### src/rtl/uart_xmit_feeder.sv
// uart_xmit_feeder: host-side byte FIFO feeding the UART transmitter one request
// per byte, paced by xmit_doneH, with a watchdog on unacknowledged requests.
module uart_xmit_feeder #(
    parameter int DEPTH_LOG2  = 3,
    parameter int ACK_TIMEOUT = 7
) (
    input  logic                  sys_clk,
    input  logic                  sys_rst_l,
    input  logic                  wr_enaH,
    input  logic [7:0]            wr_dataH,
    input  logic                  flushH,
    output logic                  fullH,
    output logic [DEPTH_LOG2:0]   levelH,
    output logic                  wr_ovfH,
    output logic                  ack_errH,
    output logic                  idleH,
    output logic                  xmitH,
    output logic [7:0]            xmit_dataH,
    input  logic                  xmit_doneH
);

    localparam int DEPTH = 1 << DEPTH_LOG2;
    localparam int CW    = DEPTH_LOG2 + 1;
    localparam int WD_W  = $clog2(ACK_TIMEOUT + 1);

    localparam logic [1:0] F_IDLE = 2'd0;
    localparam logic [1:0] F_REQ  = 2'd1;
    localparam logic [1:0] F_ACK  = 2'd2;
    localparam logic [1:0] F_BUSY = 2'd3;

    logic [7:0]            mem [DEPTH];
    logic [DEPTH_LOG2-1:0] rdPtr;
    logic [DEPTH_LOG2-1:0] wrPtr;
    logic [CW-1:0]         count;
    logic [1:0]            state;
    logic [WD_W-1:0]       wdCnt;
    logic                  doWrite;
    logic                  doPop;

    // Flush discards both a same-cycle write and a same-cycle pop.
    assign doWrite = wr_enaH && !fullH && !flushH;
    assign doPop   = (state == F_IDLE) && (count != '0) && xmit_doneH && !flushH;

    // Count never exceeds DEPTH, so its MSB alone marks a full FIFO.
    assign fullH  = count[DEPTH_LOG2];
    assign levelH = count;
    assign idleH  = (count == '0) && (state == F_IDLE) && xmit_doneH;

    // NOTE: storage has no reset; the pointers and count alone define validity,
    // and leaving the array unreset lets it map onto plain RAM.
    always_ff @(posedge sys_clk) begin
        if (doWrite)
            mem[wrPtr] <= wr_dataH;
    end

    // NOTE: every sequential assignment is non-blocking so all registers update
    // from the same pre-edge values regardless of statement order.
    always_ff @(posedge sys_clk or negedge sys_rst_l) begin
        if (!sys_rst_l) begin
            rdPtr   <= '0;
            wrPtr   <= '0;
            count   <= '0;
            wr_ovfH <= 1'b0;
        end else begin
            wr_ovfH <= wr_enaH && fullH;
            if (flushH) begin
                rdPtr <= '0;
                wrPtr <= '0;
                count <= '0;
            end else begin
                if (doWrite)
                    wrPtr <= wrPtr + 1'b1;
                if (doPop)
                    rdPtr <= rdPtr + 1'b1;
                count <= count + CW'(doWrite) - CW'(doPop);
            end
        end
    end

    always_ff @(posedge sys_clk or negedge sys_rst_l) begin
        if (!sys_rst_l) begin
            state      <= F_IDLE;
            wdCnt      <= '0;
            xmitH      <= 1'b0;
            xmit_dataH <= 8'h00;
            ack_errH   <= 1'b0;
        end else begin
            xmitH <= 1'b0;
            case (state)
                F_IDLE: begin
                    if (doPop) begin
                        xmitH      <= 1'b1;
                        xmit_dataH <= mem[rdPtr];
                        state      <= F_REQ;
                    end
                end
                F_REQ: begin
                    wdCnt <= '0;
                    state <= F_ACK;
                end
                F_ACK: begin
                    // A transmitter that never leaves idle loses this byte.
                    if (!xmit_doneH) begin
                        state <= F_BUSY;
                    end else if (wdCnt == WD_W'(ACK_TIMEOUT - 1)) begin
                        ack_errH <= 1'b1;
                        state    <= F_IDLE;
                    end else begin
                        wdCnt <= wdCnt + 1'b1;
                    end
                end
                F_BUSY: begin
                    if (xmit_doneH)
                        state <= F_IDLE;
                end
                default: state <= F_IDLE;
            endcase
            if (flushH)
                ack_errH <= 1'b0;
        end
    end

endmodule

### config.mk
export PLATFORM = sky130hd
export DESIGN_NAME = uart_xmit_feeder
export DESIGN_NICKNAME = d
export VERILOG_FILES = /design/src/rtl/uart_xmit_feeder.sv
export SDC_FILE = /design/constraint.sdc
export NUM_CORES = 1
export LEC_CHECK = 0
export ABC_AREA = 1
export CAP_MARGIN = 40
export CELL_PAD_IN_SITES_DETAIL_PLACEMENT = 0
export CELL_PAD_IN_SITES_GLOBAL_PLACEMENT = 1
export CORE_UTILIZATION = 41
export DETAILED_ROUTE_END_ITERATION = 12
export PLACE_DENSITY = 0.82
export SLEW_MARGIN = 20
export SYNTH_ARGS = -nofsm -noshare
export SYNTH_HDL_FRONTEND = slang
export SYNTH_SLANG_ARGS = --single-unit
export TNS_END_PERCENT = 50
### constraint.sdc
create_clock -name sys_clk -period 2.1 [get_ports sys_clk]
set_input_delay 0.315 -clock sys_clk [delete_from_list [all_inputs] [get_ports sys_clk]]
set_output_delay 0.315 -clock sys_clk [all_outputs]
set_load 0.03 [all_outputs]
Word level (Yosys, flattened, before mapping)
Memories as Yosys holds them, arrays and structs flattened. A register that Yosys moved wholly into a read port is not among the register bits.
Index checks and enable logic that the tools add are counted.
{"block": "word_totals", "register_bits": 18, "ramBits": 64, "word_cells": 68, "mem_count": 1}
{"name": "mem", "words": 8, "width": 8, "rd": 1, "rd_clocked_by_memory_dff": 1, "write_ports": 1, "line_no": "31", "rtl": "logic [7:0] mem [DEPTH];"}
{"block": "classes", "n_addsub": 5, "eq_ne": 9, "mux": 21, "reduce_logical": 24}
{"op": "$mux 3", "count": 6}
{"op": "$reduce_bool 2->1", "count": 6}
{"op": "$add 3x1->3 const B", "count": 3}
{"op": "$reduce_and 3->1", "count": 3}
{"op": "$logic_and 1x1->1", "count": 8}
{"op": "$mux 1", "count": 8}
{"op": "$mux 2", "count": 4}
{"op": "$ne 2x2->1 const B", "count": 4}
{"op": "$pmux 2 s4", "count": 1}
{"op": "$pmux 3 s2", "count": 1}
{"op": "$add 4x1->4", "count": 1}
{"op": "$eq 2x2->1 const B", "count": 2}
{"op": "$logic_not 4->1", "count": 1}
{"op": "$mux 4", "count": 1}
{"op": "$reduce_bool 4->1", "count": 1}
{"op": "$sub 4x1->4", "count": 1}
{"op": "$eq 3x3->1 const B", "count": 1}
{"op": "$logic_not 1->1", "count": 3}
{"op": "$ne 3x3->1 const B", "count": 1}
{"op": "$eq 2x1->1 const B", "count": 1}
{"op": "$logic_not 2->1", "count": 1}
{"op": "$reduce_and 2->1", "count": 1}

Logic depth before layout (Yosys ltp)
Gate-level depths: netlist (run 1).
{"block": "depth", "depth_word": 6, "depth_mapped": 14}

Least setup slack after synthesis (run 1)
Ideal clock, no wire load.
{"block": "synth_path", "path_type": "flip-flop to flip-flop", "from": "reg count[3], in the netlist levelH[3]", "to": "reg count[2], in the netlist levelH[2]", "arrival_time_ns": 2.183, "required_ns": 1.981, "slack_ns": -0.202, "stages_incl_launch_ff": 13, "path_cell_list": "dfrtp_1 > inv_1 > ha_1 > nand2_1 > nand3_2 > clkinv_2 > buf_6 > ha_1 > inv_1 > ha_1 > fa_1 > xnor2_1 > nor2_1"}
{"block": "synth_between", "elab_chain_cells": 6, "word_cells_on_any_way": 10, "cone_classes": "2 x add/sub; 1 x mux; 7 x reduce/logical"}
{"element": "from (decl)", "line_no": "34", "rtl": "logic [CW-1:0] count;"}
{"element": "from (signal assigned)", "line_no": "75", "rtl": "count <= count + CW'(doWrite) - CW'(doPop);"}
{"element": "$logic_not 1->1 / $reduce_bool 4->1 (equally long branches)", "line_no": "41, 42"}
{"element": "$logic_and 1x1->1 (on tied branches) (2 in a row)", "line_no": "41, 42"}
{"element": "$add 4x1->4 / $logic_and 1x1->1 (equally long branches)", "line_no": "75, 42"}
{"element": "$sub 4x1->4 (*)", "line_no": "75"}
{"element": "$mux 4 (*)", "line_no": "66", "rtl": "if (flushH) begin"}
Every way passes the cells marked *; elsewhere a longest branch is shown, timed or not.
A chain may end at the register's enable or synchronous reset.

Worst setup path after layout (run 1)
{"block": "layout_path", "from": "reg count[3], in the netlist levelH[3]", "to": "reg count[1], in the netlist levelH[1]"}
The elaborated chain is that of the path after synthesis.

==> flow_summary.yaml, run 1 <==
worst_setup_path:
  critPathKind: "reg -> reg"
  reg2reg_depth: 11
  critPathArrivalTime_ps: 2290
  timing.reg2reg.setup_slack_ps: 100
  r2r_start: "levelH[3]$_DFF_PN0_"
  critPathLaunchType: "register"
  cp_max_fo: 4
  critPathSlowestCell: "fa_2"
  end_kind: "register"
  reg2reg_to: "levelH[1]$_DFF_PN0_"
  path_cells: "inv_4, ha_4, nand2_2, nand3_2, clkinv_2, ha_4, inv_1, ha_2, fa_2, inv_1, nor2_1"
  crit_path_end: "levelH[1]$_DFF_PN0_"
  critPathMaxStageDelay_ps: 510
  critPathLaunch: "levelH[3]$_DFF_PN0_"
  required_ps: 2390
timing:
  worstMarginPinSlew_ps: 420
  period_minus_slack_ps: 2000
  finalCritPeriodShare: 0.953
  hold_violations: 0
  slew_viol_final: 0
  max_freq_mhz: 500
  hold_slack_ps: 321
  rsz0062_at_grt: "no"
  setup_tns_ps: 0
  setup_viol_count_final: 0
  slew_headroom: 0.720
  skew_ps: 3.25
synthesis:
  syn-num-nets: 427
  synth_top_cell_area_share: 0.475
  synth_edf_count: 64
  yosys-top-cells-area: "edfxtp_1 (48%), dfrtp_1 (16%), nand2_1 (11%)"
  ys.flop_type: "edfxtp_1"
  syn_area_mm2: 0.00405
  yosysTopAreaCell: "edfxtp_1"
  synth-seq-cells: 90
  yosys_warnings: 0
  ys_seq_area_frac: 0.636
  syn_inst: 404
  async_reset_ff_frac: 0.289
  ys_types: 26
  post_synth.cell_area_avg_um2: 10.0
clock_network:
  numCtsBuffers: 9
  clk_latency_ps: 350
  cts_tree: "yes"
  clock-sinks: 90
  clk_transition_reported_paths_ps: 80
  clockBufferDepth: 2
  clock-root-buffer: "clkbuf_8"
  htree_num_levels: 3
final_layout:
  final_cell_mix: "nand2_1 (118), inv_1 (65), edfxtp_1 (64)"
  fillers: 844
  diodes: 0
  layout.nets: 477
  layout-drive-gt1-share: 0.129
  final_common_cell: "nand2_1"
  syn_to_final_growth_pct: 18.2
  stdcell_area_mm2: 0.00478
placed_design:
  dpl.hpwl_um: 5310
  place.gp.congestion: 0.799
  place_area_mm2: 0.00459
  portBuffers: 29
grt:
  grt_pass1_wl_um: 12400
  grt_start_max_net_pins: 35
  grt_pass1_vias: 2474
  grt-ovfl-total: 0
  antenna_found_initial: 0
  grt_usage: 0.167
worst_hold_path:
  hold_class: "in -> async"
die:
  core_area_mm2: 0.00942
  dieArea_mm2: 0.0103
  die_w_um: 101
  die_height_um: 101
  rows: 35
  num_io_pins: 30
  start_util: 0.430
drt:
  wl_um: 7870
  wl_per_cell_um: 13.4
  vias: 2696
  via_per_inst: 4.59
  drtIter0Drc: 145
  drtPass1Iterations: 5
  antenna_left: 0
  drc: 0
run:
  cap_violations: 0
power_and_ir_drop:
  power.density_mw_per_mm2: 989
  p_leak_nw: 2.15
  irDropWorstVdd_uv: 389
status:
  outcome: "finished, final reports clean"
-- cells in the mapped netlist, types with 2 or more instances --
| cell type | count |
|---|---|
| o21ai_1 | 3 |
| nand2_1 | 119 |
| nand3_2 | 2 |
| inv_2 | 3 |
| dfrtp_1 | 26 |
| edfxtp_1 | 64 |
| buf_4 | 5 |
| buf_6 | 5 |
| o21ai_0 | 6 |
| ha_1 | 9 |
| a21oi_1 | 2 |
| nor3_1 | 2 |
| nand2_2 | 2 |
| nand3_1 | 56 |
| xnor2_1 | 2 |
| nor2_1 | 18 |
| inv_1 | 67 |
| inv_4 | 2 |
| buf_2 | 4 |
-- what timing repair did --
item / 4_1_cts / 5_1_grt
endpoints found under the setup margin: 0 / 1
resized for setup: 0 / 1
hold buffers: 0 / 0
buffers inserted: 0 / 1
hold endpoints to repair: 0 / 0
-- cells by family after synthesis --
group | Yosys count | synth area share
xor gates and xnor gates | 3 | 0.00650
and+or+nand+nor | 201 | 0.211
buffers and inverters | 88 | 0.0984
adders and majority gates | 10 | 0.0328
AOI/OAI and AO/OA | 12 | 0.0152
DFF | 90 | 0.636
-- routing by layer --
layer / vias to the layer above / part of all wire / global-route usage
met5: - / 0 / 0
met4: 0 / 0.020 / 0.0792
met3: 13 / 0.047 / 0.0324
met2: 66 / 0.46 / 0.256
met1: 1239 / 0.48 / 0.229
li1: 1378 / - / -
-- flip-flops by register name, indices dropped and copies added (netlist names) --
name / flops
ack_errH: 1
levelH: 4
mem: 64
rdPtr: 3
state: 2
wdCnt: 3
wrPtr: 3
wr_ovfH: 1
xmitH: 1
xmit_dataH: 8
-- metrics by stage --
stage          total power [mW]  instances  utilization  setup WS, ps
2_1_floorplan              3.22        404            -         -49.2
3_3_place_gp               3.61        571        0.487         -86.7
3_5_place_dp               3.65        571        0.487          -103
4_1_cts                    4.75        587        0.507          62.5
5_1_grt                    5.00        588        0.508          8.52
6_report                   4.73        588        0.508          98.7
-- layout make-up --
cell class	instances	area, um2	area share
Timing Repair Buffer	53	468	0.0978
Clock inverter	6	57.6	0.0120
Inverter	74	287	0.0599
Clock buffer	10	128	0.0267
Tap cell	129	161	0.0337
Sequential cell	90	2570	0.538
Multi-Input combinational cell	226	1110	0.231
-- worst max-delay path: cells and delay by family, from the launching register on --
kind,cells,cell delay [ps]
DFF,1,440
buffers and inverters,4,230
and+or+nand+nor,3,220
adders and majority gates,4,1050
-- worst min-delay path by stage --
stage | startpoint | slack [ps] | cells past startpoint | to
3_5_place_dp | xmit_dataH[0]$_DFFE_PN0P_ | 470 | 2 | xmit_dataH[0]$_DFFE_PN0P_
5_1_grt | sys_rst_l | 350 | 2 | state[0]$_DFFE_PN0P_
4_1_cts | sys_rst_l | 320 | 2 | state[0]$_DFFE_PN0P_
2_1_floorplan | sys_rst_l | 20 | 0 | ack_errH$_DFFE_PN0P_
3_3_place_gp | xmit_dataH[6]$_DFFE_PN0P_ | 470 | 2 | xmit_dataH[6]$_DFFE_PN0P_
6_report | sys_rst_l | 320 | 2 | xmit_dataH[2]$_DFFE_PN0P_
-- where the power goes --
group	internal, mW	total, mW	switching, mW
Clock	0.542	1.12	0.581
Sequential	2.08	2.20	0.112
Combinational	0.543	1.41	0.869
No activity file was read; power rests on OpenSTA's default activity.
==> inputs of run 2 (changes only) <==
CORE_MARGIN = 3   (was unset)
==> flow_summary.yaml, run 2 (synthesis gave the netlist of run 1 again) <==
timing:
  setup_tns_ps: 0
  max_freq_mhz: 501
  finalCritPeriodShare: 0.950
  hold_violations: 0
  period_minus_slack_ps: 2000
  worstMarginPinSlew_ps: 564
  setup_viol_count_final: 0
  rsz0062_at_grt: "no"
  skew_ps: 8.84
  slew_headroom: 0.624
  slew_viol_final: 0
die:
  die_height_um: 105
  dieArea_mm2: 0.0111
  die_w_um: 105
  start_util: 0.430
  num_io_pins: 30
  rows: 35
  core_area_mm2: 0.00942
power_and_ir_drop:
  total_power_mw: 4.90
  power.density_mw_per_mm2: 1010
  p_leak_nw: 2.17
  irDropWorstVdd_uv: 451
final_layout:
  final_cell_mix: "nand2_1 (118), inv_1 (65), edfxtp_1 (64)"
  diodes: 0
  final_common_cell: "nand2_1"
  layout-drive-gt1-share: 0.135
  top_register: "mem"
  syn_to_final_growth_pct: 19.4
  stdcell_area_mm2: 0.00483
  fillers: 840
  largest_register_ff_count: 64
  layout.nets: 478
worst_setup_path:
  critPathLaunch: "levelH[3]$_DFF_PN0_"
  cp_max_fo: 4
  critPathKind: "reg -> reg"
  end_kind: "register"
  r2r_start: "levelH[3]$_DFF_PN0_"
  critPathLaunchType: "register"
  required_ps: 2390
  critPathArrivalTime_ps: 2280
drt:
  drtIter0Drc: 184
  wl_um: 7830
  drc: 0
  via_per_inst: 4.60
  antenna_left: 0
  vias: 2707
  drtPass1Iterations: 4
  wl_per_cell_um: 13.3
grt:
  grt_pass1_vias: 2640
  grt_usage: 0.155
  grt_start_max_net_pins: 35
  grt_pass1_wl_um: 13500
  grt-ovfl-total: 0
  antenna_found_initial: 0
clock_network:
  clk_latency_ps: 350
  clock-sinks: 90
  clockBufferDepth: 2
  clk_transition_reported_paths_ps: 90
  numCtsBuffers: 9
  htree_num_levels: 3
  clock-root-buffer: "clkbuf_8"
  ctsHoldBuffers: 0
  cts_tree: "yes"
placed_design:
  portBuffers: 29
  place_area_mm2: 0.00459
  place.gp.congestion: 0.799
  dpl.hpwl_um: 5350
worst_hold_path:
  hold_class: "in -> async"
status:
  outcome: "finished, final reports clean"
run:
  cap_violations: 0
## run 2: power breakdown
| group | switching [mW] | leakage [nW] | internal, mW |
|---|---|---|---|
| clock network | 0.594 | 0.107 | 0.668 |
| registers | 0.112 | 0.917 | 2.08 |
| logic | 0.884 | 1.15 | 0.556 |
| total | 1.59 | 2.17 | 3.31 |
## run 2: critical path: stages, from the launching register on
cell	delay [ps]
dfrtp_2	440
inv_4	80
ha_4	120
nand2_2	70
nand3_2	80
clkinv_2	70
ha_4	250
inv_1	30
ha_2	170
fa_2	510
inv_1	30
nor2_1	70
## run 2: stage by stage
step,worst slack [ps],hold WS [ps],cells,utilization
after CTS,55.2,323,587,0.510
final,104,320,589,0.513
after global placement,-91.6,465,571,0.487
after detailed placement,-124,467,571,0.487
after floorplan,-49.2,19.4,404,-
after global routing,1.23,342,589,0.513
## run 2: cell type report
cell class	instances	area, um2	area share
clock buffer	9	124	0.0256
clock inverter	7	93.8	0.0194
inverter	74	287	0.0593
multi-input combinational	226	1110	0.231
sequential	90	2570	0.533
tap	129	161	0.0334
timing repair buffer	54	475	0.0984
## run 2: metal layers
layer / routed length [um] / vias up / global-route usage
met5: 0 / - / 0
met3: 510 / 8 / 0.0398
li1: - / 1381 / -
met4: 102 / 0 / 0.0478
met2: 3620 / 57 / 0.238
met1: 3600 / 1261 / 0.218
## run 2: worst paths after layout
path | slack, ps | to | depth (start not counted)
worst max register to register | 100 | levelH[1]$_DFF_PN0_ | 11
worst min register to register | 480 | xmit_dataH[1]$_DFFE_PN0P_ | 2
max in group asynchronous | 1500 | levelH[2]$_DFF_PN0_ | 2
min in group sys_clk | 480 | xmit_dataH[1]$_DFFE_PN0P_ | 2
worst max-delay path | 100 | levelH[1]$_DFF_PN0_ | 11
worst min-delay path | 320 | state[0]$_DFFE_PN0P_ | 2
## run 2: repair_timing
action	4_1_cts	5_1_grt
endpoints found under the setup margin	0	2
gates resized for setup	0	2
setup buffers	0	2
endpoints found under the hold margin	0	0
